**config.mk**
```make
export PLATFORM = sky130hd
export DESIGN_NAME = stream_pad_trim
export DESIGN_NICKNAME = d
export VERILOG_FILES = /design/src/rtl/stream_trim_pkg.sv /design/src/rtl/pad_run_counter.sv /design/src/rtl/stream_pad_trim.sv
export SDC_FILE = /design/constraint.sdc
export NUM_CORES = 1
export LEC_CHECK = 0
export CORE_MARGIN = 2
export CORE_UTILIZATION = 40
export CTS_CLUSTER_DIAMETER = 80
export DETAILED_ROUTE_END_ITERATION = 7
export PLACE_DENSITY = 0.69
export SYNTH_ARGS = -nofsm -noshare
export SYNTH_HDL_FRONTEND = slang
export SYNTH_SLANG_ARGS = --single-unit
```
**constraint.sdc**
```tcl
create_clock -name Clk_CI -period 2.37 [get_ports Clk_CI]
set_clock_uncertainty 0.1 [all_clocks]
set_input_delay 0.237 -clock Clk_CI [delete_from_list [all_inputs] [get_ports Clk_CI]]
set_output_delay 0.237 -clock Clk_CI [all_outputs]
set_load 0.03 [all_outputs]
```
**src/rtl/stream_trim_pkg.sv**
```systemverilog
// Shared types and constants for the pad-trim stream blocks.
package stream_trim_pkg;

  localparam logic [7:0] ASCII_SPACE = 8'h20;

  typedef logic [2:0] state_t;
  localparam state_t S_LEAD   = 3'd0;
  localparam state_t S_BODY   = 3'd1;
  localparam state_t S_EMIT_H = 3'd2;
  localparam state_t S_PADS   = 3'd3;
  localparam state_t S_DRAIN  = 3'd4;

  // Held character at the default 8-bit width; wider builds declare their own.
  typedef struct packed {
    logic       last;
    logic [7:0] data;
  } held_t;

endpackage

```
**src/rtl/pad_run_counter.sv**
```systemverilog
// Saturating pending-pad run counter with sticky overflow.
module pad_run_counter #(
  parameter int unsigned CNT_W = 8
) (
  input  logic             clk,
  input  logic             rst_n,
  input  logic             inc,
  input  logic             dec,
  input  logic             clr,
  output logic [CNT_W-1:0] cnt,
  output logic             zero,
  output logic             sat,
  output logic             overflow
);

  logic [CNT_W-1:0] cnt_q, cnt_d;
  logic             ovf_q, ovf_d;

  assign cnt      = cnt_q;
  assign zero     = (cnt_q == '0);
  assign sat      = &cnt_q;
  assign overflow = ovf_q;

  always_comb begin
    cnt_d = cnt_q;
    ovf_d = ovf_q;
    if (clr) begin
      cnt_d = '0;
    end else if (inc) begin
      // A pad arriving at saturation is dropped; only the flag records it.
      if (sat) ovf_d = 1'b1;
      else     cnt_d = cnt_q + CNT_W'(1);
    end else if (dec && !zero) begin
      cnt_d = cnt_q - CNT_W'(1);
    end
  end

  always_ff @(posedge clk or negedge rst_n) begin
    if (!rst_n) begin
      cnt_q <= '0;
      ovf_q <= 1'b0;
    end else begin
      cnt_q <= cnt_d;
      ovf_q <= ovf_d;
    end
  end

endmodule

```
**src/rtl/stream_pad_trim.sv**
```systemverilog
// Strips leading/trailing pad characters from each frame of a valid/ready stream.
// Define STREAM_PAD_TRIM_COLLAPSE_EN to collapse interior pad runs to a single pad.
module stream_pad_trim
  import stream_trim_pkg::*;
#(
  parameter int unsigned       DATA_W         = 8,
  parameter logic [DATA_W-1:0] PAD_CHAR       = DATA_W'(ASCII_SPACE),
  parameter int unsigned       CNT_W          = 8,
  parameter bit                STRIP_LEADING  = 1'b1,
  parameter bit                STRIP_TRAILING = 1'b1
) (
  input  logic              Clk_CI,
  input  logic              Rst_RBI,
  input  logic [DATA_W-1:0] In_Data_DI,
  input  logic              In_Valid_SI,
  input  logic              In_Last_SI,
  output logic              In_Ready_SO,
  output logic [DATA_W-1:0] Out_Data_DO,
  output logic              Out_Valid_SO,
  output logic              Out_Last_SO,
  input  logic              Out_Ready_SI,
  output logic              EmptyFrame_SO,
  output logic              Overflow_SO
);

  typedef struct packed {
    logic              last;
    logic [DATA_W-1:0] data;
  } hchar_t;

  state_t           state_q, state_d;
  hchar_t           h_q, h_d;
  hchar_t           n_q, n_d;
  logic             empty_q, empty_d;
  logic             is_pad, lead_pad, body_pad;
  logic             cnt_inc, cnt_dec, cnt_clr;
  logic [CNT_W-1:0] cnt;
  logic             cnt_zero, cnt_sat;

  assign is_pad        = (In_Data_DI == PAD_CHAR);
  assign lead_pad      = STRIP_LEADING && is_pad;
  assign body_pad      = STRIP_TRAILING && is_pad;
  assign EmptyFrame_SO = empty_q;

  pad_run_counter #(.CNT_W(CNT_W)) u_cnt (
    .clk      (Clk_CI),
    .rst_n    (Rst_RBI),
    .inc      (cnt_inc),
    .dec      (cnt_dec),
    .clr      (cnt_clr),
    .cnt      (cnt),
    .zero     (cnt_zero),
    .sat      (cnt_sat),
    .overflow (Overflow_SO)
  );

  always_comb begin
    state_d      = state_q;
    h_d          = h_q;
    n_d          = n_q;
    empty_d      = 1'b0;
    cnt_inc      = 1'b0;
    cnt_dec      = 1'b0;
    cnt_clr      = 1'b0;
    In_Ready_SO  = 1'b0;
    Out_Valid_SO = 1'b0;
    Out_Data_DO  = '0;
    Out_Last_SO  = 1'b0;
    case (state_q)
      S_LEAD: begin
        In_Ready_SO = 1'b1;
        if (In_Valid_SI) begin
          if (lead_pad) begin
            empty_d = In_Last_SI;
          end else begin
            h_d     = '{last: In_Last_SI, data: In_Data_DI};
            state_d = In_Last_SI ? S_DRAIN : S_BODY;
          end
        end
      end
      S_BODY: begin
        // Pad-free text streams through H at one beat per cycle.
        In_Ready_SO = (!body_pad && cnt_zero) ? Out_Ready_SI : 1'b1;
        if (In_Valid_SI) begin
          if (body_pad) begin
            if (In_Last_SI) begin
              h_d.last = 1'b1;
              cnt_clr  = 1'b1;
              state_d  = S_DRAIN;
            end else begin
              cnt_inc = 1'b1;
            end
          end else if (cnt_zero) begin
            Out_Valid_SO = 1'b1;
            Out_Data_DO  = h_q.data;
            if (Out_Ready_SI) begin
              h_d = '{last: In_Last_SI, data: In_Data_DI};
              if (In_Last_SI) state_d = S_DRAIN;
            end
          end else begin
            n_d     = '{last: In_Last_SI, data: In_Data_DI};
            state_d = S_EMIT_H;
          end
        end
      end
      S_EMIT_H: begin
        Out_Valid_SO = 1'b1;
        Out_Data_DO  = h_q.data;
        if (Out_Ready_SI) state_d = S_PADS;
      end
      S_PADS: begin
        Out_Valid_SO = 1'b1;
        Out_Data_DO  = PAD_CHAR;
        if (Out_Ready_SI) begin
`ifdef STREAM_PAD_TRIM_COLLAPSE_EN
          cnt_clr = 1'b1;
          h_d     = n_q;
          state_d = n_q.last ? S_DRAIN : S_BODY;
`else
          cnt_dec = 1'b1;
          if (cnt == CNT_W'(1)) begin
            h_d     = n_q;
            state_d = n_q.last ? S_DRAIN : S_BODY;
          end
`endif
        end
      end
      S_DRAIN: begin
        Out_Valid_SO = 1'b1;
        Out_Data_DO  = h_q.data;
        Out_Last_SO  = 1'b1;
        if (Out_Ready_SI) begin
          h_d     = '0;
          state_d = S_LEAD;
        end
      end
      default: state_d = S_LEAD;
    endcase
  end

  always_ff @(posedge Clk_CI or negedge Rst_RBI) begin
    if (!Rst_RBI) begin
      state_q <= S_LEAD;
      h_q     <= '0;
      n_q     <= '0;
      empty_q <= 1'b0;
    end else begin
      state_q <= state_d;
      h_q     <= h_d;
      n_q     <= n_d;
      empty_q <= empty_d;
    end
  end

endmodule

```
Yosys cells after proc, flatten, opt, wreduce, memory -nomap -nowiden
Index checks and enable logic that the tools add are counted.
- reductions and logical operators: 16
- bitwise logic cells: 3
- add/subtract/negate cells: 2
- muxes and demuxes: 52
- equality and inequality tests: 18
- operators by type and width (cell ; number):
    $mux W8 ; 14
    $mux W3 ; 13
    $pmux W8 S4 ; 1
    $pmux W8 S3 ; 1
    $ne A2 B2 Y1 const B ; 10
    $reduce_and A10 Y1 ; 2
    $mux W1 ; 18
    $mux W9 ; 2
    $reduce_and A8 Y1 ; 2
    $pmux W3 S5 ; 1
    $add A8 B1 Y8 const B ; 1
    $eq A8 B1 Y1 const B ; 1
    $eq A8 B6 Y1 const B ; 1
    $logic_not A8 Y1 ; 1
    $sub A8 B1 Y8 const B ; 1
    $eq A3 B2 Y1 const B ; 2
    $ne A4 B4 Y1 const B ; 1
    $pmux W1 S2 ; 2
    $reduce_and A4 Y1 ; 1
    $reduce_bool A4 Y1 ; 1
    $eq A3 B1 Y1 const B ; 1
    $eq A3 B3 Y1 const B ; 1
    $logic_not A3 Y1 ; 1
    $ne A3 B3 Y1 const B ; 1
    other kinds (7) ; 11
- bits in registers: 30
- output and inout bits: 13
- input bits: 13

Longest topological paths before layout
Gate-level depths: netlist of run 1.
- depth in word-level cells: 6
- mapped depth: 8
- gate-level depth less buffers: 7

Hierarchy
Synthesis of run 1 repeated with hierarchy kept, for this count alone.
- cell total of the unflattened synthesis: 214
- area, all modules: 2087.0 sq um
- by module, submodules not included (module ; sequential area each (sq um) ; instances ; cells each ; area each (sq um)):
    stream_pad_trim ; 525.5 ; 1 ; 133 ; 1335.0
    pad_run_counter ; 225.2 ; 1 ; 81 ; 752.0

Worst setup path after synthesis of run 1
OpenSTA, ideal clock, no wires.
- path kind: flip-flop to output port
- from: register u_cnt.cnt_q[0], in the netlist u_cnt.cnt[0]
- to: output Out_Data_DO[0]
- arrival time: 2.074 ns
- cell stages (with the launch flop): 8
- setup slack: -0.041 ns
- path buffers: 0
- cell sequence: dfrtp_1 -> inv_1 -> ha_1 -> nor3b_1 -> o211a_1 -> a41oi_1 -> o21a_1 -> nor2b_1
- word-level cells in the longest chain between the ends: 5
- ends and longest elaborated chain (item ; line ; text):
    from (decl) ; pad_run_counter.sv:16 ; logic [CNT_W-1:0] cnt_q, cnt_d;
    from (signal assigned) ; pad_run_counter.sv:43 ; cnt_q <= cnt_d;
    $logic_not A8 Y1 ; pad_run_counter.sv:20 ; assign zero = (cnt_q == '0);
    $mux W8 ; stream_pad_trim.sv:93 ; end else if (cnt_zero) begin
    $mux W8 ; stream_pad_trim.sv:85 ; if (body_pad) begin
    $mux W8 ; stream_pad_trim.sv:84 ; if (In_Valid_SI) begin
    $pmux W8 S3 ; stream_pad_trim.sv:69 ; case (state_q)
    to (decl) ; stream_pad_trim.sv:18 ; output logic [DATA_W-1:0] Out_Data_DO,
Every way passes these cells.

Worst setup path after layout of run 1
- from: register u_cnt.cnt_q[0], in the netlist u_cnt.cnt[0]
- to: output Out_Data_DO[7]
Same word-level chain as after synthesis.

==> results of run 1 <==
worst paths after layout:
check / endpoint / slack (ns)
worst max-delay path: Out_Data_DO[7] / 0.01
worst min-delay path: u_cnt.cnt[4] / 0.24
worst max register to register: u_cnt.cnt[7] / 0.04
min in group Clk_CI: EmptyFrame_SO / 0.26
worst min register to register: h_q[1] / 0.38
max in group asynchronous: h_q[4] / 1.64
stage by stage:
stage                TNS, ns  cells
CTS                 -0.04413    324
detailed placement    -7.907    315
global placement      -7.585    315
global route         -0.7305    328
floorplan            -0.2871    201
finish                     0    328
cell type report:
cell class	count	area, µm²
fillers	409	1918
multi-input cells	154	1210
flip-flops and latches	30	750.7
repair buffers	76	613.1
clock buffers	8	110.1
well taps	54	67.56
inverters	6	22.52
repair_timing:
action	4_1_cts	5_1_grt
setup buffers	1	4
cloned	0	0
resized for setup	67	16
pin swaps	5	6
setup endpoints to repair	19	20
kinds of logic after synthesis:
| group | share of synthesized area (%) |
|---|---|
| and+or+nand+nor | 22.29 |
| muxes | 11.47 |
| adders and majority gates | 1.933 |
| buffers and inverters | 3.737 |
| AOI/OAI and AO/OA | 21.91 |
| DFF | 38.66 |
cells in the mapped netlist (all sizes together) (3+ instances only):
cell / instances
a221oi: 4
a22o: 8
nand2: 15
clkbuf: 9
mux2: 18
nor2b: 8
nor4: 3
nand3: 6
and3: 4
nor4b: 3
nor3: 4
ha: 3
a211oi: 3
dfrtp: 30
nor2: 14
a21oi: 14
inv: 6
o21ai: 6
o21bai: 4
per-layer routing:
metal	GRT usage, %	vias up	share of wire (%)
met1	28.77	907	45
met5	0	-	0
li1	-	909	-
met2	32.64	63	49
met3	4.252	8	5.0
met4	7.475	0	1.5
flip-flops by register name, summed over array words and instances (netlist names):
signal,cells
n_q,9
h_q,8
u_cnt.cnt,8
state_q,3
EmptyFrame_SO,1
u_cnt.overflow,1
cells in the final DEF, fill, tap and decap left out, drive strengths merged, types with 3 or more instances in the layout:
cell,n
a211oi,3
a21oi,14
a221oi,4
a22o,8
and3,4
buf,60
clkbuf,8
clkdlybuf4s50,6
dfrtp,30
dlygate4sd2,8
ha,3
inv,6
mux2,18
nand2,15
nand3,6
nor2,14
nor2b,8
nor3,4
nor4,3
nor4b,3
o21ai,6
o21bai,4
power by group through the flow:
stage	logic, mW	clock network (mW)	registers, mW
final	2.24	0.481	0.895
after global routing	2.42	0.513	0.921
after CTS	2.08	0.490	0.893
after detailed placement	2.05	0	0.887
after global placement	2.01	0	0.879
after floorplan	1.29	0	0.896
==> reports/metrics.yaml, run 1 <==
htree_levels: 2
avgSynthCellArea_um2: 9.661
clk_pin_slew_ns: 0.06
dieHeight_um: 73.68
dominantRegCellSynth: "dfrtp_1"
row_count: 25
cts_tree: "yes"
power_mw: 3.614
drv_cap: 0
grt.total_usage_pct: 20.93
synth_seq_cells: 30
cp_top_family: "compound AO/OA/AOI/OAI gates"
totalWireLength_um: 5387
ir_drop_mv: 0.4984
start_kind: "flop"
grt_max_degree: 31
insertion_delay_ns: 0.28
r2r_start: "state_q[1]"
slew_viol_final: 0
hold_path.class: "primary input to asynchronous set/reset pin"
netlist.area_leader.share_pct: 38.66
grt_pass1_vias: 1755
vias: 1887
syn_inst: 201
cts_made_buffers: 5
numClockSinks: 30
synth_nets: 217
grt_antenna_before_repair: 0
layout_min_cycle_time_ns: 2.359
synth_top_area_cell: "dfrtp_1"
final_nets: 289
drt_pass1_iterations: 4
path_class: "flop to primary output"
drc: 0
slowest_delay_ns: 0.39
grt_pass1_wl_um: 8576
reg2reg_depth: 7
critPathSlowestCell: "dfrtp_1"
pin_count: 26
synth-edff-count: 0
cp_cell_sequence: "inv_2 -> ha_4 -> nor3b_2 -> buf_4 -> o211a_1 -> a41oi_2 -> o21a_4 -> nor2b_1 -> buf_4"
worst_slew_pin_slew_ns: 0.5182
crit_top_cell: "buf_4"
first_iter_violations: 213
p_leak_nw: 1.272
core_area_mm2: 0.004692
hold_buffers: 0
cp.depth: 9
dpl_cell_area_mm2: 0.002552
rsz0062_at_grt: "true"
netlist_area_mm2: 0.001942
timing.final.hold_violations: 0
antenna_left: 0
wire_per_inst_um: 16.42
yosys_warnings: 0
yosysSeqAreaShare_pct: 38.66
crit_start: "u_cnt.cnt[0]"
cts_buffer_depth: 2
globalplace.congestion: 0.8548
setup_viol: 0
dp_hpwl_um: 3809
area.growth.synth_to_final_pct: 42.85
die_w_um: 73.68
fp.dieArea_mm2: 0.005428
cp_max_fo: 7
comb_power_share_pct: 61.9
ys_async_sr_fraction_pct: 100.0
final_area_mm2: 0.002774
internal-power_mw: 2.107
worst_slack_ns: 0.01114
fmax_mhz: 423.9
place_ws_ns: -0.5721
timing.hold.ws_ns: 0.2439
arrival_ns: 2.02
p_sw_mw: 1.508
viasPerCell: 5.753
seqPwrFrac_pct: 24.8
drive_above_1_share_pct: 38.32
cts_root_buf: "clkbuf_8"
fin_crit_sh_pct: 99.53
cp_num_buf_inv: 3
start_util_pct: 41.39
portBuffers: 25
switching_share_pct: 41.71
yosys-top-cells-area: "dfrtp_1, mux2_2, mux2_1"
overflow: 0
end_kind: "primary output"
status: "complete, no violations"
required_ns: 2.03
p_per_area_mw_per_mm2: 1303
utilization_pct: 59.12
p_clk_share_pct: 13.3
antennaDiodeCount: 0
slew_headroom_pct: 65.32
synth_cell_types: 52
Note: power is estimated with default switching activity, not from simulation.
==> run 2, diff against run 1 <==
Settings changed: CORE_MARGIN 2 to 4, CTS_CLUSTER_SIZE set to 28.
==> reports/metrics.yaml, run 2 (synthesized netlist as in run 1, its figures left out) <==
status: "finished, violations left"
violations: "setup timing"
end_kind: "primary output"
path_class: "flop to primary output"
grt_pass1_vias: 1832  # +4.4%
drive_above_1_share_pct: 37.55  # -0.78 points
globalplace.congestion: 0.8285  # -3.1%
largest_reg_flops: 9  # unchanged
grt_max_degree: 31  # unchanged
fmax_mhz: 420.8  # -0.75%
drt_pass1_iterations: 4  # unchanged
r2r_setup_slack_ns: 0.09  # +0.05 ns
numClockSinks: 30  # unchanged
antenna_left: 0  # unchanged
die_w_um: 77.68  # +5.4%
insertion_delay_ns: 0.29  # about the same
layout_commonest_cell: "buf_4"
drc: 0  # unchanged
reg2reg_depth: 6  # -1
p_leak_nw: 1.264  # -0.67%
rsz0062_at_grt: "true"
ir_drop_mv: 0.4523  # -9.3%
critPathCapture: "Out_Data_DO[2]"
row_count: 25  # unchanged
fp.dieArea_mm2: 0.006033  # +11%
grt_antenna_before_repair: 0  # unchanged
hold_buffers: 0  # unchanged
setup_viol: 2  # +2
cts_made_buffers: 5  # unchanged
cts_buffer_depth: 2  # unchanged
finalSetupTns_ns: -0.008738  # -0.008738 ns
htree_levels: 2  # unchanged
totalWireLength_um: 5108  # -5.2%
cts_root_buf: "clkbuf_8"
slew_headroom_pct: 65.58  # +0.26 points
wire_per_inst_um: 14.85  # -9.6%
grt_pass1_wl_um: 8804  # +2.7%
timing.final.hold_violations: 0  # unchanged
vias: 1852  # -1.9%
antennaDiodeCount: 0  # unchanged
power_mw: 3.626  # +0.31%
fin_crit_sh_pct: 100.3  # +0.75 points
arrival_ns: 2.04  # +0.02 ns
viasPerCell: 5.384  # -6.4%
portBuffers: 25  # unchanged
cp_max_fo: 7  # unchanged
overflow: 0  # unchanged
worst_slew_pin_slew_ns: 0.5144  # -0.003825 ns
area.growth.synth_to_final_pct: 44.01
clk_pin_slew_ns: 0.07  # about the same
start_kind: "flop"
first_iter_violations: 65  # -69%
grt.total_usage_pct: 18.25  # -2.7 points
dieHeight_um: 77.68  # +5.4%
final_nets: 293  # +1.4%
start_util_pct: 41.11  # -0.27 points
p_per_area_mw_per_mm2: 1297  # -0.50%
required_ns: 2.03  # about the same
core_area_mm2: 0.004723  # +0.67%
worst_r2r_endpoint: "u_cnt.cnt[7]"
nFillCells: 417  # +2.0%
slew_viol_final: 0  # unchanged
crit_start: "u_cnt.cnt[0]"
pin_count: 26  # unchanged
place_ws_ns: -0.5879  # -0.01580 ns
dp_hpwl_um: 3664  # -3.8%
final_cell_mix: "buf_4, dfrtp_1, nand2_1"
r2r_start: "state_q[2]"
layout_min_cycle_time_ns: 2.377  # +0.01771 ns
cts_tree: "yes"
hold_path.class: "primary input to asynchronous set/reset pin"
drv_cap: 0  # unchanged
worst_slack_ns: -0.006571  # -0.01771 ns
largest_register: "n_q"
[run 2: power breakdown]
group,switching [mW],internal (mW),total (mW)
Clock,0.195,0.336,0.531
Sequential,0.132,0.758,0.890
Combinational,1.13,1.07,2.20
Total,1.46,2.17,3.63
[run 2: routing by layer]
| layer | vias to the layer above | part of all wire [%] | global-route usage, % |
|---|---|---|---|
| li1 | 914 | - | - |
| met1 | 888 | 47 | 23.94 |
| met2 | 40 | 48 | 29.45 |
| met3 | 10 | 3.2 | 2.784 |
| met4 | 0 | 2.1 | 8.363 |
| met5 | - | 0 | 0 |
[run 2: cell type report]
type	count	area, µm²	area share (%)
clock buffer	6	82.58	2.953
clock inverter	1	30.03	1.074
inverter	6	22.52	0.8054
multi-input combinational	154	1184	42.33
sequential	30	750.7	26.85
tap	67	83.83	2.998
timing repair buffer	80	643.1	23.00
[run 2: repair_timing]
action	in CTS	in global routing
setup endpoints to repair	11	22
pin swaps	6	6
gates resized for setup	68	9
buffers inserted	2	2
[run 2: how the worst min path moves through the flow]
stage	from	endpoint	slack (ns)
floorplan	Rst_RBI	EmptyFrame_SO	-0.16
global placement	h_q[4]	h_q[4]	0.36
detailed placement	u_cnt.overflow	u_cnt.overflow	0.36
CTS	Rst_RBI	u_cnt.cnt[0]	0.25
global route	Rst_RBI	h_q[0]	0.27
finish	Rst_RBI	h_q[0]	0.24
[run 2: metrics by stage]
| stage | cells | area [µm²] | util, % | hold WS [ns] |
|---|---|---|---|---|
| 2_1_floorplan | 201 | 1942 | - | -0.1586 |
| 3_3_place_gp | 333 | 2619 | 55.44 | 0.3627 |
| 3_5_place_dp | 333 | 2619 | 55.44 | 0.3618 |
| 4_1_cts | 342 | 2758 | 58.38 | 0.2519 |
| 5_1_grt | 344 | 2796 | 59.21 | 0.2711 |
| 6_report | 344 | 2796 | 59.21 | 0.2393 |
[run 2: critical path, cell delays in order (launching register included)]
cell and delay (ns):
dfrtp_1 0.39, inv_2 0.08, ha_4 0.13, nor3b_4 0.18
buf_6 0.13, o211a_4 0.16, a41oi_2 0.11, o21a_2 0.26
nor2b_1 0.13, buf_4 0.17
